--- src/rtl/bus_transfer_decoder.sv ---
// Register-transfer sequencer: drives one source onto the bus for HOLD_CYCLES cycles,
// then strobes the destination write enable for one cycle. Rejects illegal codes.
module bus_transfer_decoder #(
  parameter int unsigned HOLD_CYCLES = 1
) (
  input  logic        clock,
  input  logic        clear,
  input  logic        req,
  input  logic [4:0]  src_sel,
  input  logic [4:0]  dst_sel,
  output logic        ready,
  output logic [31:0] out_en,
  output logic [31:0] in_en,
  output logic        done,
  output logic        err,
  output logic [15:0] xfer_count
);

  typedef enum logic [1:0] {StIdle, StDrive, StLatch, StErr} state_e;

  localparam logic [3:0] HoldInit = 4'(HOLD_CYCLES);

  state_e      state_q, state_d;
  logic [4:0]  src_q, src_d;
  logic [4:0]  dst_q, dst_d;
  logic [3:0]  hold_q, hold_d;
  logic [15:0] xfer_count_q, xfer_count_d;

  // Sources 0..23 are real drivers; only registers, HI/LO, PC and MDR are writable.
  function automatic logic src_valid(input logic [4:0] code);
    return code <= 5'd23;
  endfunction

  function automatic logic dst_valid(input logic [4:0] code);
    return (code <= 5'd17) || (code == 5'd20) || (code == 5'd21);
  endfunction

  always_ff @(posedge clock or posedge clear) begin
    if (clear) begin
      state_q      <= StIdle;
      src_q        <= '0;
      dst_q        <= '0;
      hold_q       <= '0;
      xfer_count_q <= '0;
    end else begin
      state_q      <= state_d;
      src_q        <= src_d;
      dst_q        <= dst_d;
      hold_q       <= hold_d;
      xfer_count_q <= xfer_count_d;
    end
  end

  always_comb begin
    state_d      = state_q;
    src_d        = src_q;
    dst_d        = dst_q;
    hold_d       = hold_q;
    xfer_count_d = xfer_count_q;
    unique case (state_q)
      StIdle: begin
        if (req) begin
          src_d = src_sel;
          dst_d = dst_sel;
          if (src_valid(src_sel) && dst_valid(dst_sel)) begin
            hold_d  = HoldInit;
            state_d = StDrive;
          end else begin
            state_d = StErr;
          end
        end
      end
      StDrive: begin
        hold_d = hold_q - 4'd1;
        if (hold_q <= 4'd1) begin
          state_d = StLatch;
        end
      end
      StLatch: begin
        // Count commits at the end of LATCH, so a clear during the transfer never counts it.
        if (xfer_count_q != 16'hFFFF) begin
          xfer_count_d = xfer_count_q + 16'd1;
        end
        state_d = StIdle;
      end
      StErr: begin
        state_d = StIdle;
      end
      default: begin
        state_d = StIdle;
      end
    endcase
  end

  // Outputs are decoded from registered state only; req never reaches them combinationally.
  always_comb begin
    out_en = '0;
    in_en  = '0;
    if (state_q == StDrive || state_q == StLatch) begin
      out_en = 32'd1 << src_q;
    end
    if (state_q == StLatch) begin
      in_en = 32'd1 << dst_q;
    end
  end

  assign ready      = (state_q == StIdle);
  assign done       = (state_q == StLatch);
  assign err        = (state_q == StErr);
  assign xfer_count = xfer_count_q;

endmodule

--- config.mk ---
export PLATFORM = sky130hd
export DESIGN_NAME = bus_transfer_decoder
export DESIGN_NICKNAME = d
export VERILOG_FILES = /design/src/rtl/bus_transfer_decoder.sv
export SDC_FILE = /design/constraint.sdc
export NUM_CORES = 1
export LEC_CHECK = 0
export CORE_UTILIZATION = 41
export DETAILED_ROUTE_END_ITERATION = 7
export PLACE_DENSITY = 0.93
export SYNTH_ARGS = -nofsm -noshare
export SYNTH_HDL_FRONTEND = slang
export SYNTH_SLANG_ARGS = --single-unit
--- constraint.sdc ---
create_clock -name clock -period 2 [get_ports clock]
set_clock_uncertainty 0.2 [all_clocks]
set_input_delay 0.2 -clock clock [delete_from_list [all_inputs] [get_ports clock]]
set_output_delay 0.2 -clock clock [all_outputs]
set_load 0.005 [all_outputs]
==> load_flow_metrics.sql, run 1 <==
INSERT INTO impl_metrics (metric_group, metric, value, unit) VALUES
('power_and_ir_drop', 'switching_power', '2070', 'µW'),
('clock_network', 'postCtsHoldBufs', '0', ''),
('power_and_ir_drop', 'power.share.sequential', '24.6', '%'),
('critical_path', 'cp_data_required_time', '1600', 'ps'),
('drt', 'drt_drc_violations_left', '0', ''),
('cells_and_area', 'sequential_cell_area', '802', 'µm²'),
('drt', 'antenna_left', '0', ''),
('sta', 'worst-slew-pin-transition', '524', 'ps'),
('place', 'place.detailed.instances', '411', ''),
('synth', 'top_area_cells_in_the_synthesized_netlist', 'dfrtp_1, nor2_1, mux2_2', ''),
('drt', 'route.vias.total', '2572', ''),
('critical_path', 'critical-path-max-stage-delay', '530', 'ps'),
('critical_path', 'critical_path.n_buffers_inverters', '2', ''),
('synth', 'yosys.area.top_type_share', '39.9', '%'),
('synth', 'syn-mean-instance-area', '8.20', 'µm²'),
('synth', 'synth.yosys.warnings', '0', ''),
('critical_path', 'critPathArrivalTime', '1930', 'ps'),
('floorplan', 'core_area', '4720', 'µm²'),
('power_and_ir_drop', 'power.internal', '2650', 'µW'),
('place', 'preCtsSetupSlack', '-245', 'ps'),
('cells_and_area', 'syn2layout_area_growth', '83.1', '%'),
('synth', 'mappedNetlistNets', '265', ''),
('synth', 'synth-edff-count', '0', ''),
('clock_network', 'ctsHtreeMaxLevel', '2', ''),
('sta', 'worst_setup_slack_after_layout', '-335', 'ps'),
('floorplan', 'row_count', '25', ''),
('critical_path', 'setup.worst_path.class', 'register to output port', ''),
('run_status', 'outcome', 'finished with violations', ''),
('drt', 'vias_per_cell', '5.65', ''),
('critical_path', 'timing.critical_path.from_type', 'register', ''),
('floorplan', 'dieArea', '5180', 'µm²'),
('clock_network', 'clockRootBuffer', 'clkbuf_8', ''),
('clock_network', 'tritoncts', 'yes', ''),
('sta', 'finalHoldViolCount', '0', ''),
('synth', 'dominantRegCellSynth', 'dfrtp_1', ''),
('synth', 'postSynthRegisterBits', '32', ''),
('drt', 'detail_route.first_pass.iterations', '5', ''),
('cells_and_area', 'final_common_cell', 'nor2_1', ''),
('power_and_ir_drop', 'share_comb_of_total_power', '60.2', '%'),
('critical_path', 'critical_path.cell_chain', 'inv_2 -> ha_4 -> nand3_2 -> nor2_1 -> clkdlybuf4s50_1', ''),
('sta', 'relSlewSlack', '65.0', '%'),
('critical_path', 'reg2reg_slack', '-260', 'ps'),
('floorplan', 'dieWidth', '72.0', 'µm'),
('sta', 'fmaxAchievable', '0.428', 'GHz'),
('global_route', 'grt_pass1_wl', '11300', 'µm'),
('cells_and_area', 'insertedDiodeCount', '0', ''),
('sta', 'report.final.setup_viol', '66', ''),
('sta', 'setup_repair_after_global_routing_missed_its_margin', 'yes', ''),
('power_and_ir_drop', 'netSwitchingFraction', '43.8', '%'),
('place', 'routabilityCongestion', '0.828', ''),
('global_route', 'number_of_global_route_vias_before_repair', '2354', ''),
('clock_network', 'tritoncts_sink_count', '32', ''),
('critical_path', 'endpoint_kind', 'output port', ''),
('global_route', 'grt_antenna_before_repair', '0', ''),
('synth', 'yosysTopAreaCell', 'dfrtp_1', ''),
('power_and_ir_drop', 'peakVddDrop', '751', 'µV'),
('run_status', 'violations', 'negative setup slack', ''),
('clock_network', 'max-clock-path-buffers', '2', ''),
('cells_and_area', 'post_route_cells_drive_above_1_share', '49.5', '%'),
('critical_path', 'ff2ff_path_depth', '11', ''),
('critical_path', 'critPathSlowestCell', 'clkdlybuf4s50_1', ''),
('power_and_ir_drop', 'powerDensity', '1280', 'nW/µm²'),
('cells_and_area', 'num-nets-final', '407', ''),
('place', 'final_hpwl_dp', '4400', 'µm'),
('floorplan', 'die-height', '72.0', 'µm'),
('global_route', 'grt_remaining_overflow', '0', ''),
('sta', 'timing.final.crit_share', '117', '%'),
('power_and_ir_drop', 'clkPwrFrac', '15.2', '%'),
('synth', 'synthArstFlopShare', '100', '%'),
('global_route', 'grt.total_usage', '28.5', '%'),
('synth', 'synthesis.area', '2010', 'µm²');
-- cells by family (layout without fill, tap and decap cells) --
kind of cell             Yosys count  in the layout  share of synthesized area [%]
XOR/XNOR                          12             12                           5.23
adder cells (fa/ha/maj)            7              7                           4.36
buffers and inverters             16            159                           3.05
AND/OR/NAND/NOR                  145            145                           34.3
multiplexers                      11             11                           6.16
flip-flops                        32             32                           39.9
AO/OA/AOI/OAI                     22             22                           7.04
-- final cells by class --
| class | instances | share of cell area (%) |
|---|---|---|
| well taps | 67 | 2.28 |
| clock inverters | 1 | 0.816 |
| repair buffers | 143 | 31.7 |
| clock buffers | 7 | 2.62 |
| inverters | 8 | 0.816 |
| flip-flops and latches | 32 | 21.8 |
| multi-input cells | 197 | 40.0 |
-- worst register-to-register path: stages, from the launching register on --
cell,delay (ps)
dfrtp_1,400
inv_2,120
buf_12,110
ha_4,130
buf_6,100
buf_6,110
buf_8,90
nand4_1,120
or2_4,300
buf_6,130
a211oi_2,200
a21oi_1,110
-- what timing repair did --
action | 4_1_cts | 5_1_grt
setup endpoints to repair | 66 | 64
gates resized for setup | 179 | 138
pin swaps | 26 | 27
setup buffers | 26 | 14
-- routing by layer --
| metal | part of all wire [%] | track usage [%] | vias to the layer above | routed length (µm) |
|---|---|---|---|---|
| li1 | - | - | 1115 | - |
| met1 | 37 | 31.3 | 1236 | 3280 |
| met2 | 50 | 50.9 | 170 | 4450 |
| met3 | 7.8 | 6.39 | 51 | 689 |
| met4 | 5.0 | 15.9 | 0 | 442 |
| met5 | 0 | 0 | - | 0 |
-- Yosys cell counts, types with 5 or more instances --
library cell	n
nor2b_1	6
nand2_1	20
nor2_1	74
xnor2_1	10
dfrtp_1	32
clkbuf_1	7
ha_1	7
inv_1	8
mux2_2	11
o21ai_0	5
nand3_1	14
a21oi_1	5
nand4_1	7
-- flip-flops by register name (all words and copies together) (netlist names) --
signal / count
hold_q: 4
src_q: 5
state_q: 2
xfer_count: 16
dst_q: 5
-- power groups by stage --
stage | Combinational, µW | Sequential (µW) | Clock, µW
2_1_floorplan | 1010 | 1060 | 0
3_3_place_gp | 1690 | 1070 | 0
3_5_place_dp | 1750 | 1090 | 0
4_1_cts | 2260 | 1110 | 705
5_1_grt | 2960 | 1180 | 744
6_report | 2840 | 1160 | 715
-- per-stage QoR --
step	power, µW	utilization (%)	hold slack [ps]	cell area, µm²	TNS (ps)
global route	4890	77.9	144	3680	-13570
floorplan	2080	-	116	2010	0
global placement	2750	65.7	276	3100	-2670
finish	4710	77.9	84.6	3680	-10180
CTS	4070	73.5	94.2	3470	-4610
detailed placement	2840	65.7	283	3100	-4960
-- worst max path at each step --
stage               cells after the start                         end              startpoint
global placement                        6                   out_en[3]  state_q[0]$_DFFE_PP0P_
floorplan                               6  xfer_count[14]$_DFFE_PP0P_  state_q[0]$_DFFE_PP0P_
detailed placement                      6                   out_en[3]  state_q[0]$_DFFE_PP0P_
finish                                  5                  out_en[21]  state_q[0]$_DFFE_PP0P_
global route                            4                  out_en[21]    src_q[0]$_DFFE_PP0P_
CTS                                     5                  out_en[16]  state_q[0]$_DFFE_PP0P_
Note: power is estimated with default switching activity, not from simulation.
==> run 2, diff against run 1 <==
- CAP_MARGIN: not set -> 20
- TNS_END_PERCENT: not set -> 1
==> run 2 against run 1 <==
The run still ends with negative setup slack left. Fmax rose by 4.1%. Global-route usage fell by 1.4 points. Sequential power barely moved. Worst hold slack got worse by 3.6 ps. Via count fell by 8.4%. Cell count fell by 5.3%. Die area did not move. Total power fell by 14%. Sequential share of layout area rose by 1.4 points. Count of clock-buffer cells in the layout did not move. Flip-flop and latch count did not move. Wire length fell by 19%. Critical endpoint is now out_en[3]. Highest routed layer unchanged.
==> load_flow_metrics.sql, run 2 (synthesis results as in run 1) <==
INSERT INTO impl_metrics (metric_group, metric, value, unit) VALUES
('sta', 'worst-slew-pin-transition', '449', 'ps'),
('sta', 'totalNegativeSetupSlack', '-3540', 'ps'),
('clock_network', 'clockRootBuffer', 'clkbuf_8', ''),
('critical_path', 'critPathArrivalTime', '1840', 'ps'),
('cells_and_area', 'post_route_cells_drive_above_1_share', '33.2', '%'),
('place', 'routabilityCongestion', '0.828', ''),
('critical_path', 'setup.worst_path.class', 'register to output port', ''),
('clock_network', 'ctsHtreeMaxLevel', '2', ''),
('critical_path', 'endpoint_kind', 'output port', ''),
('critical_path', 'critical-path-max-stage-delay', '380', 'ps'),
('sta', 'relSlewSlack', '70.0', '%'),
('global_route', 'groute.layer.met3.usage', '6.25', '%'),
('cells_and_area', 'num-nets-final', '383', ''),
('run_status', 'violations', 'negative setup slack', ''),
('critical_path', 'critical_path.cell_chain', 'inv_2 -> ha_4 -> nor2b_4 -> nand3_2 -> buf_6 -> buf_4 -> nor2_4 -> buf_6', ''),
('drt', 'routed_wl', '7160', 'µm'),
('drt', 'drt_drc_violations_left', '0', ''),
('place', 'final_hpwl_dp', '4400', 'µm'),
('power_and_ir_drop', 'powerDensity', '1170', 'nW/µm²'),
('critical_path', 'timing.critical_path.from_type', 'register', ''),
('floorplan', 'start_util', '42.5', '%'),
('floorplan', 'row_count', '25', ''),
('floorplan', 'core_area', '4720', 'µm²'),
('cells_and_area', 'mostFrequentLayoutCells', 'nor2_1, clkdlybuf4s50_1, dfrtp_1', ''),
('cells_and_area', 'syn2layout_area_growth', '72.0', '%'),
('cells_and_area', 'final_common_cell', 'nor2_1', ''),
('sta', 'finalHoldViolCount', '0', ''),
('cells_and_area', 'fin_cells', '431', ''),
('critical_path', 'reg2reg_slack', '-120', 'ps'),
('cells_and_area', 'insertedDiodeCount', '0', ''),
('place', 'preCtsSetupSlack', '-245', 'ps'),
('run', 'max_cap_violations', '0', ''),
('drt', 'vias_per_cell', '5.47', ''),
('drt', 'route.vias.total', '2356', ''),
('clock_network', 'numCtsBuffers', '5', ''),
('power_and_ir_drop', 'peakVddDrop', '714', 'µV'),
('place', 'port_buffers', '95', ''),
('power_and_ir_drop', 'p_leak', '0.00176', 'µW'),
('critical_path', 'critical_path.max_fanout', '5', ''),
('global_route', 'grt_antenna_before_repair', '0', ''),
('floorplan', 'floorplan.io_pins', '96', ''),
('global_route', 'grt_pass1_wl', '10800', 'µm'),
('critical_path', 'path_common_cell', 'buf_6', ''),
('critical_path', 'critPathSlowestCell', 'dfrtp_1', ''),
('global_route', 'grt.total_usage', '27.1', '%'),
('global_route', 'top_usage_layer', 'met2', ''),
('floorplan', 'die-height', '72.0', 'µm'),
('global_route', 'number_of_global_route_vias_before_repair', '2176', ''),
('critical_path', 'cp_data_required_time', '1600', 'ps'),
('place', 'place.detailed.instances', '411', ''),
('clock_network', 'postCtsHoldBufs', '0', ''),
('sta', 'timing.hold.ws', '81.0', 'ps'),
('cells_and_area', 'fillCellCount', '306', ''),
('global_route', 'grt_max_degree', '33', ''),
('global_route', 'grt_remaining_overflow', '0', ''),
('drt', 'antenna_left', '0', ''),
('sta', 'worst_setup_slack_after_layout', '-243', 'ps'),
('drt', 'drt_iter0_markers', '136', ''),
('min_path', 'min-delay-path-class', 'input pin to asynchronous set/reset pin', ''),
('clock_network', 'max-clock-path-buffers', '2', ''),
('cells_and_area', 'largest_register_ffs', '16', ''),
('sta', 'timing.final.crit_share', '112', '%'),
('run_status', 'outcome', 'finished with violations', ''),
('sta', 'setup_repair_after_global_routing_missed_its_margin', 'yes', ''),
('global_route', 'groute.layer.met2.usage', '47.9', '%'),
('sta', 'min_period', '2240', 'ps'),
('cells_and_area', 'layout.core_utilization', '73.2', '%'),
('sta', 'fmaxAchievable', '0.446', 'GHz'),
('clock_network', 'insertion_delay', '300', 'ps'),
('global_route', 'grt.met1_usage', '30.8', '%'),
('drt', 'dr_wl_cell', '16.6', 'µm'),
('sta', 'report.final.setup_viol', '29', ''),
('clock_network', 'tritoncts', 'yes', ''),
('clock_network', 'clk_transition_reported_paths', '70', 'ps'),
('drt', 'detail_route.first_pass.iterations', '5', ''),
('sta', 'slew_viol_final', '0', ''),
('floorplan', 'dieWidth', '72.0', 'µm'),
('floorplan', 'dieArea', '5180', 'µm²'),
('clock_network', 'tritoncts_sink_count', '32', '');
==> run 2: repair_timing <==
| action | in CTS | in global routing |
|---|---|---|
| pin swaps | 11 | 12 |
| endpoints found under the setup margin | 66 | 70 |
| buffers inserted | 9 | 3 |
| resized for setup | 123 | 71 |
==> run 2: path summary, 6_finish.rpt <==
check	from	end	depth (start not counted)
min in group clock	xfer_count[14]$_DFFE_PP0P_	xfer_count[14]$_DFFE_PP0P_	1
max in group asynchronous	clear	src_q[1]$_DFFE_PP0P_	3
min reg2reg	xfer_count[14]$_DFFE_PP0P_	xfer_count[14]$_DFFE_PP0P_	1
min	clear	xfer_count[15]$_DFFE_PP0P_	3
max	state_q[1]$_DFFE_PP0P_	out_en[3]	8
max reg2reg	state_q[1]$_DFFE_PP0P_	xfer_count[14]$_DFFE_PP0P_	8
==> run 2: final cells by class <==
| class | instances | area (µm²) | share of cell area, % |
|---|---|---|---|
| repair buffers | 119 | 1080 | 31.2 |
| well taps | 67 | 83.8 | 2.42 |
| inverters | 8 | 30.0 | 0.869 |
| clock inverters | 1 | 30.0 | 0.869 |
| clock buffers | 7 | 96.3 | 2.79 |
| flip-flops and latches | 32 | 803 | 23.2 |
| multi-input cells | 197 | 1340 | 38.6 |
==> run 2: through the flow <==
step | total power (µW) | cell area, µm²
final | 4060 | 3460
after CTS | 3790 | 3340
after floorplan | 2080 | 2010
after detailed placement | 2840 | 3100
after global routing | 4290 | 3460
after global placement | 2750 | 3100
==> run 2: power breakdown <==
part           internal [µW]  switching [µW]  total (µW)  leakage (µW)
registers                861             271        1130      0.000405
clock network            440             257         697     0.0000645
logic                   1050            1170        2230       0.00130
total                   2350            1700        4060       0.00176
==> run 2: layer usage <==
layer  vias to the layer above  part of all wire, %
met3                        29                  6.9
met4                         0                  4.1
li1                       1065                    -
met2                       136                   52
met1                      1126                   37
met5                         -                    0
==> run 2: worst max-delay path, delay by kind of cell, from the launching register on <==
| kind | cells | cell delay [ps] |
|---|---|---|
| flops | 1 | 380 |
| simple gates | 3 | 420 |
| buf+inv | 4 | 450 |
| fa+ha+maj | 1 | 300 |
